==> src/rtl/icache_fill_pkg.sv <==
// Shared types and constants for the instruction-cache block fill path.
package icache_fill_pkg;

  typedef logic [2:0] fill_state_t;

  localparam fill_state_t ST_IDLE  = 3'd0;
  localparam fill_state_t ST_REQ   = 3'd1;
  localparam fill_state_t ST_WAIT  = 3'd2;
  localparam fill_state_t ST_DRAIN = 3'd3;
  localparam fill_state_t ST_DONE  = 3'd4;

  localparam int unsigned WORD_BYTES = 4;
  localparam int unsigned WORD_OFF_W = $clog2(WORD_BYTES);

  // Byte-offset width of a block holding the given number of words.
  function automatic int unsigned blk_off_w(input int unsigned words);
    return $clog2(words) + WORD_OFF_W;
  endfunction

endpackage

==> src/rtl/icache_fill_ctlr_word_ctr.sv <==
// Word index / words-written counter for a block fill (module fill_word_ctr).
module fill_word_ctr #(
  parameter int unsigned WORDS = 16,
  parameter int unsigned IDX_W = $clog2(WORDS)
) (
  input  logic             clk,
  input  logic             reset_n,
  input  logic             load,
  input  logic [IDX_W-1:0] start_idx,
  input  logic             advance,
  output logic [IDX_W-1:0] idx,
  output logic             last
);

  logic [IDX_W-1:0] idx_q;
  logic [IDX_W-1:0] cnt_q;

  // idx wraps naturally because WORDS is a power of two.
  always_ff @(posedge clk or negedge reset_n) begin
    if (!reset_n) begin
      idx_q <= '0;
      cnt_q <= '0;
    end else if (load) begin
      idx_q <= start_idx;
      cnt_q <= '0;
    end else if (advance) begin
      idx_q <= idx_q + IDX_W'(1);
      cnt_q <= cnt_q + IDX_W'(1);
    end
  end

  assign idx  = idx_q;
  assign last = (cnt_q == IDX_W'(WORDS - 1));

endmodule

==> src/rtl/icache_fill_ctlr.sv <==
// L1 instruction-cache miss fill controller: fetches a block word by word and writes it into the cache.
// Optional critical-word-first ordering is enabled by defining ICACHE_CRIT_WORD_FIRST_EN.
module icache_fill_ctlr
  import icache_fill_pkg::*;
#(
  parameter int unsigned WORDS  = 16,
  parameter int unsigned ADDR_W = 32
) (
  input  logic                       clk,
  input  logic                       reset_n,
  input  logic                       InstrMissF,
  input  logic [ADDR_W-1:0]          MissAddrF,
  input  logic                       FlushFill,
  output logic                       MemReq,
  output logic [ADDR_W-1:0]          MemAddr,
  input  logic                       MemReady,
  input  logic                       MemRspValid,
  input  logic [31:0]                MemRspData,
  output logic                       FillWe,
  output logic [$clog2(WORDS)-1:0]   FillWordIdx,
  output logic [31:0]                FillData,
  output logic [ADDR_W-1:0]          FillTagAddr,
  output logic                       FillDone,
  output logic                       FillBusy
);

  localparam int unsigned IDX_W = $clog2(WORDS);
  localparam int unsigned OFF_W = blk_off_w(WORDS);

  fill_state_t       state_q;
  fill_state_t       state_d;
  logic [ADDR_W-1:0] tag_q;
  logic [IDX_W-1:0]  idx;
  logic [IDX_W-1:0]  start_idx;
  logic              last;
  logic              load;
  logic              advance;
  logic              fill_we;
  logic              unused_miss_off;

  assign load = (state_q == ST_IDLE) && InstrMissF && !FlushFill;

`ifdef ICACHE_CRIT_WORD_FIRST_EN
  assign start_idx = MissAddrF[OFF_W-1:WORD_OFF_W];
`else
  assign start_idx = '0;
`endif

  assign unused_miss_off = ^MissAddrF[OFF_W-1:0];

  fill_word_ctr #(
    .WORDS (WORDS),
    .IDX_W (IDX_W)
  ) u_word_ctr (
    .clk       (clk),
    .reset_n   (reset_n),
    .load      (load),
    .start_idx (start_idx),
    .advance   (advance),
    .idx       (idx),
    .last      (last)
  );

  always_ff @(posedge clk or negedge reset_n) begin
    if (!reset_n) begin
      state_q <= ST_IDLE;
    end else begin
      state_q <= state_d;
    end
  end

  // Block-aligned tag captured once per miss.
  always_ff @(posedge clk or negedge reset_n) begin
    if (!reset_n) begin
      tag_q <= '0;
    end else if (load) begin
      tag_q <= {MissAddrF[ADDR_W-1:OFF_W], OFF_W'(0)};
    end
  end

  // Next state; a flush either withdraws an unaccepted request or drains the one in flight.
  always_comb begin
    state_d = state_q;
    fill_we = 1'b0;
    advance = 1'b0;
    case (state_q)
      ST_IDLE: begin
        if (load) state_d = ST_REQ;
      end
      ST_REQ: begin
        if (FlushFill)     state_d = MemReady ? ST_DRAIN : ST_IDLE;
        else if (MemReady) state_d = ST_WAIT;
      end
      ST_WAIT: begin
        if (FlushFill) begin
          state_d = MemRspValid ? ST_IDLE : ST_DRAIN;
        end else if (MemRspValid) begin
          fill_we = 1'b1;
          advance = 1'b1;
          state_d = last ? ST_DONE : ST_REQ;
        end
      end
      ST_DRAIN: begin
        if (MemRspValid) state_d = ST_IDLE;
      end
      ST_DONE: begin
        state_d = ST_IDLE;
      end
      default: begin
        state_d = ST_IDLE;
      end
    endcase
  end

  // Outputs decode the state register so an async reset clears them at once.
  assign MemReq      = (state_q == ST_REQ);
  assign MemAddr     = MemReq ? {tag_q[ADDR_W-1:OFF_W], idx, WORD_OFF_W'(0)} : '0;
  assign FillWe      = fill_we;
  assign FillWordIdx = fill_we ? idx : '0;
  assign FillData    = fill_we ? MemRspData : '0;
  assign FillTagAddr = tag_q;
  assign FillDone    = (state_q == ST_DONE);
  assign FillBusy    = (state_q != ST_IDLE);

  mem_rsp_in_window: assert property (@(posedge clk) disable iff (!reset_n)
    MemRspValid |-> (state_q == ST_WAIT || state_q == ST_DRAIN))
    else $error("MemRspValid outside WAIT/DRAIN (state %0d)", state_q);

endmodule

==> config.mk <==
export PLATFORM = sky130hd
export DESIGN_NAME = icache_fill_ctlr
export DESIGN_NICKNAME = d
export VERILOG_FILES = /design/src/rtl/icache_fill_pkg.sv /design/src/rtl/icache_fill_ctlr_word_ctr.sv /design/src/rtl/icache_fill_ctlr.sv
export SDC_FILE = /design/constraint.sdc
export NUM_CORES = 1
export LEC_CHECK = 0
export BUFFER_PORTS_ARGS = -buffer_cell sky130_fd_sc_hd__buf_4
export CAP_MARGIN = 20
export CORE_ASPECT_RATIO = 1.2
export CORE_MARGIN = 2
export CORE_UTILIZATION = 35
export DETAILED_ROUTE_END_ITERATION = 8
export PLACE_DENSITY = 0.76
export SLEW_MARGIN = 20
export SYNTH_ARGS = -nofsm -noshare
export SYNTH_HDL_FRONTEND = slang
export SYNTH_SLANG_ARGS = --single-unit
==> constraint.sdc <==
create_clock -name clk -period 4.45 [get_ports clk]
set_input_delay 0.2225 -clock clk [delete_from_list [all_inputs] [get_ports clk]]
set_output_delay 0.2225 -clock clk [all_outputs]
set_load 0.02 [all_outputs]
======== Word level (Yosys, flattened, before mapping) ========
Index checks and enable logic that the tools add are counted.
storage, ports and cells
  word-level logic and storage cells ...... 42
  output and inout bits ................... 104
  register bits ........................... 37
  input bits .............................. 70
cells by class
  $add $sub $neg .......................... 2
  muxes and demuxes ....................... 20
  reductions and logical operators ........ 7
  eq/ne operators ......................... 9
operator list
  kind                                                    count
  two-way mux 32 bit                                      2
  two-way mux 3 bit                                       7
  two-way mux 4 bit                                       5
  one-hot mux 3 bit (4 select lines)                      1
  adder 4 x 1 -> 4 bit (second input constant)            2
  == test 3 x 2 -> 1 bit (second input constant)          2
  == test 4 bit (second input constant)                   1
  two-way mux 2 bit                                       2
  inequality test 2 bit (second input constant)           2
  AND reduction 4 bit                                     1
  == test 3 x 1 -> 1 bit (second input constant)          1
  == test 3 bit (second input constant)                   1
  logical NOT 3 bit                                       1
  two-way mux 1 bit                                       3
  inequality test 3 x 2 -> 1 bit (second input constant)  1
  inequality test 3 bit (second input constant)           1
  nonzero test 3 bit                                      1
  logical AND 1 bit                                       2
  nonzero test 2 bit                                      1
  logical NOT 1 bit                                       1

======== Logic depth before layout (Yosys ltp) ========
  depth in word-level cells ............... 5
  mapped depth ............................ 7
  depth with buffers taken out ............ 4

======== Modules after synthesis ========
A second synthesis with hierarchy kept.
second synthesis, totals
  cell total of the unflattened synthesis .. 196
  area total of the unflattened synthesis .. 2207.1 um^2
modules (own cells, without submodules)
  module            cells each  times used  area each (um^2)  seq. area each (um^2)
  icache_fill_ctlr  160         1           1800.5            725.7
  fill_word_ctr     36          1           406.6             200.2

======== Worst setup path before layout ========
OpenSTA, ideal clock, no wires.
  path type ............................... flip-flop to output port
  from .................................... register state_q[2]
  to ...................................... output port FillData[22]
  buffers on the path ..................... 2
  stages on the path, launching flop included .. 5
  required time ........................... 4.228 ns
  setup slack ............................. 2.909 ns
  arrival time ............................ 1.319 ns
  cell sequence ........................... dfrtp_1 buf_2 nor4b_4 clkbuf_1 and3_1
between the ends
  longest elaborated chain between the ends .. 3
RTL lines
  what                    RTL line                 RTL
  start, declared         icache_fill_ctlr.sv:30   fill_state_t state_q;
  start signal, assigned  icache_fill_ctlr.sv:68   state_q <= state_d;
  == test 3 x 2 -> 1 bit  icache_fill_ctlr.sv:86   case (state_q)
  two-way mux 1 bit       icache_fill_ctlr.sv:86
  two-way mux 32 bit      icache_fill_ctlr.sv:120  assign FillData = fill_we ? MemRspData : '0;
  end, declared           icache_fill_ctlr.sv:21   output logic [31:0] FillData,
No other way between the ends.

======== Final worst setup path ========
  from .................................... register state_q[0]
  to ...................................... output port FillWe
between the ends
  longest elaborated chain between the ends .. 2
RTL lines
  what                    RTL line                RTL
  == test 3 x 2 -> 1 bit  icache_fill_ctlr.sv:86
  two-way mux 1 bit       icache_fill_ctlr.sv:86
  end, declared           icache_fill_ctlr.sv:19  output logic FillWe,
No other way between the ends.

==> flow_metrics.py <==
metrics = {
    "status": {
        "status": "complete, no violations",
    },
    "global_routing": {
        "antenna_found_initial": 0,
        "grt_overflow_total": 0,
        "first_global_vias": 2059,
        "grt_max_degree": 44,
        "grt_pass1_wl_mm": 9.83,
        "grt_usage_pct": 17.2,
    },
    "route": {
        "wire_per_inst_um": 14.0,
        "ant_nets": 0,
        "route.detailed.drc": 0,
        "firstDrtPassIters": 4,
        "drt_wl_total_mm": 6.16,
        "via_count": 2158,
        "dr.first_iter.drc_count": 49,
        "viasPerCell": 4.90,
    },
    "setup_path": {
        "critPathBufInv": 2,
        "worstPathArrival_ns": 2.32,
        "critPathKind": "flop to primary output",
        "worstRegToRegCells": 3,
        "cp_common_cell": "buf_4",
        "crit_required_ns": 4.23,
        "path_cells": "nor4b_4 -> buf_4 -> and2_1 -> buf_4",
        "slowest_delay_ns": 0.77,
        "worstPathMaxFanout": 42,
        "crit_path_end_kind": "primary output",
        "cp_slowest_cell": "dfrtp_1",
        "worstSetupStartpointType": "flop",
        "crit_family": "flip-flops",
        "path_depth": 4,
    },
    "synthesis": {
        "syn_inst": 210,
        "synth-seq-cells": 37,
        "netlist_area_um2": 2240,
        "yosysTopAreaCell": "dfrtp_1",
        "synthTopCellsByCount": "69 x and3_1, 37 x dfrtp_1, 23 x mux2_4",
        "ys_types": 33,
        "syn_area_per_cell_um2": 10.7,
        "yosysSeqAreaShare_pct": 41.4,
        "synth_top_cells_by_area": "dfrtp_1 41%, and3_1 19%, mux2_4 15%, buf_4 3.7%, clkbuf_1 2.0%",
        "synth.most_common_cell": "and3_1",
        "post-synth-top-area-fraction_pct": 41.4,
        "synthFlopType": "dfrtp_1",
        "yosysWarnings": 0,
        "synth_edf_count": 0,
        "synthArstFlopShare_pct": 100,
    },
    "cts": {
        "cts_buffers": 5,
        "clock-root-buffer": "clkbuf_8",
        "clk_latency_ns": 0.28,
        "cts_tree": "yes",
        "ctsResizeCount": 0,
        "clkTransAtPathRegs_ns": 0.07,
        "cts_max_level": 2,
        "cts_buffer_depth": 2,
        "cts_num_sinks": 37,
        "cts_setup_buffers": 0,
        "ctsHoldBuffers": 1,
    },
    "floorplan": {
        "coreArea_um2": 6130,
        "placement_rows": 31,
        "die-area_um2": 7050,
        "die_y_um": 91.6,
        "ioPinCount": 174,
        "start_util_pct": 36.5,
        "die_w_um": 77.0,
    },
    "sta": {
        "maxSlewViolCount": 0,
        "fin_setup_tns_ns": 0,
        "max-slew-margin-rel_pct": 30.9,
        "fin_skew_ns": 0.00218,
        "final.min_clock_period_ns": 2.55,
        "tightest_slew_ns": 1.04,
        "timing.fmax_ghz": 0.393,
        "finalSetupViolCount": 0,
        "rsz0062_at_grt": "no",
        "final_hold_viol_count": 0,
        "timing.final.crit_share_pct": 57.2,
    },
    "cells_and_area": {
        "drive_gt1_share_pct": 55.3,
        "postLayoutCellArea_um2": 3540,
        "syn2layout_area_growth_pct": 58.4,
        "antenna_cells": 0,
        "layout.nets": 429,
    },
    "place": {
        "io_buffers": 159,
        "placed_area_um2": 3400,
        "place_hpwl_mm": 4.55,
        "gp_congestion": 0.788,
    },
    "power": {
        "vdd_ir_drop_max_uv": 271,
        "leakagePower_nw": 2.07,
        "power_density_nw_per_um2": 633,
    },
    "min_path": {
        "hold_depth": 2,
        "hold_path_class": "input port to flop",
    },
    "flow_run": {
        "cap_violations": 0,
    },
}
[cell families after synthesis]
kind of cell    synth area share, %
fa+ha+maj                      1.12
other cells                   0.168
buf+inv                        8.22
compound gates                 2.80
mux                            17.4
xor+xnor                       2.35
flops                          41.4
simple gates                   26.6
[cell type report]
type,count,area (um2)
flip-flops and latches,37,926
multi-input cells,149,1160
repair buffers,162,1220
inverters,2,7.51
fillers,520,2580
clock buffers,5,68.8
well taps,82,103
clock inverters,3,65.1
[metal layers]
| metal | wire [um] | global-route usage [%] | up-vias |
|---|---|---|---|
| met3 | 574 | 3.88 | 6 |
| met2 | 3080 | 29.8 | 130 |
| met4 | 62 | 4.46 | 0 |
| met5 | 0 | 0 | - |
| met1 | 2440 | 21.6 | 1005 |
| li1 | - | - | 1017 |
[state kept, by name (all words and copies together) (netlist names)]
| register | count |
|---|---|
| u_word_ctr.cnt_q | 4 |
| state_q | 3 |
| FillTagAddr | 26 |
| u_word_ctr.idx | 4 |
[final timing paths]
path | startpoint | end | slack, ns
setup / recovery | state_q[0] | FillWe | 1.90
hold / removal | MissAddrF[17] | FillTagAddr[17] | 0.17
setup reg to reg | state_q[0] | FillTagAddr[7] | 2.08
hold reg to reg | u_word_ctr.cnt_q[1] | u_word_ctr.cnt_q[1] | 0.53
max in group asynchronous | reset_n | FillTagAddr[7] | 3.69
min in group asynchronous | reset_n | FillTagAddr[25] | 0.44
[through the flow]
stage                     setup WS, ns  hold slack [ns]  utilization (%)  power (mW)  instances
after floorplan                   2.91          -0.0731                -        1.39        217
after global placement            2.10            0.206             55.5        1.89        431
after detailed placement          2.08            0.207             55.5        1.92        431
after CTS                         1.87            0.153             57.8        2.27        440
after global routing              1.72            0.152             57.8        2.37        440
final                             1.90            0.165             57.8        2.24        440
[placed cells by master, fill, tap and decap left out, drive strengths merged, types with 2 or more instances in the layout]
| cell | count |
|---|---|
| dfrtp | 37 |
| conb | 8 |
| nand3 | 4 |
| and2 | 2 |
| inv | 2 |
| nor2 | 12 |
| mux2 | 26 |
| clkbuf | 5 |
| buf | 161 |
| ha | 2 |
| xnor2 | 2 |
| nand2b | 3 |
| xor2 | 4 |
| and3 | 69 |
| bufinv | 2 |
| nand2 | 2 |
| a22o | 2 |
[report_power, final]
part,switching (mW),internal (mW),leakage (nW)
Combinational,0.626,0.641,1.54
Clock,0.114,0.223,0.0681
Sequential,0.163,0.476,0.457
Total,0.902,1.34,2.07
(Power assumes the default switching activity.)
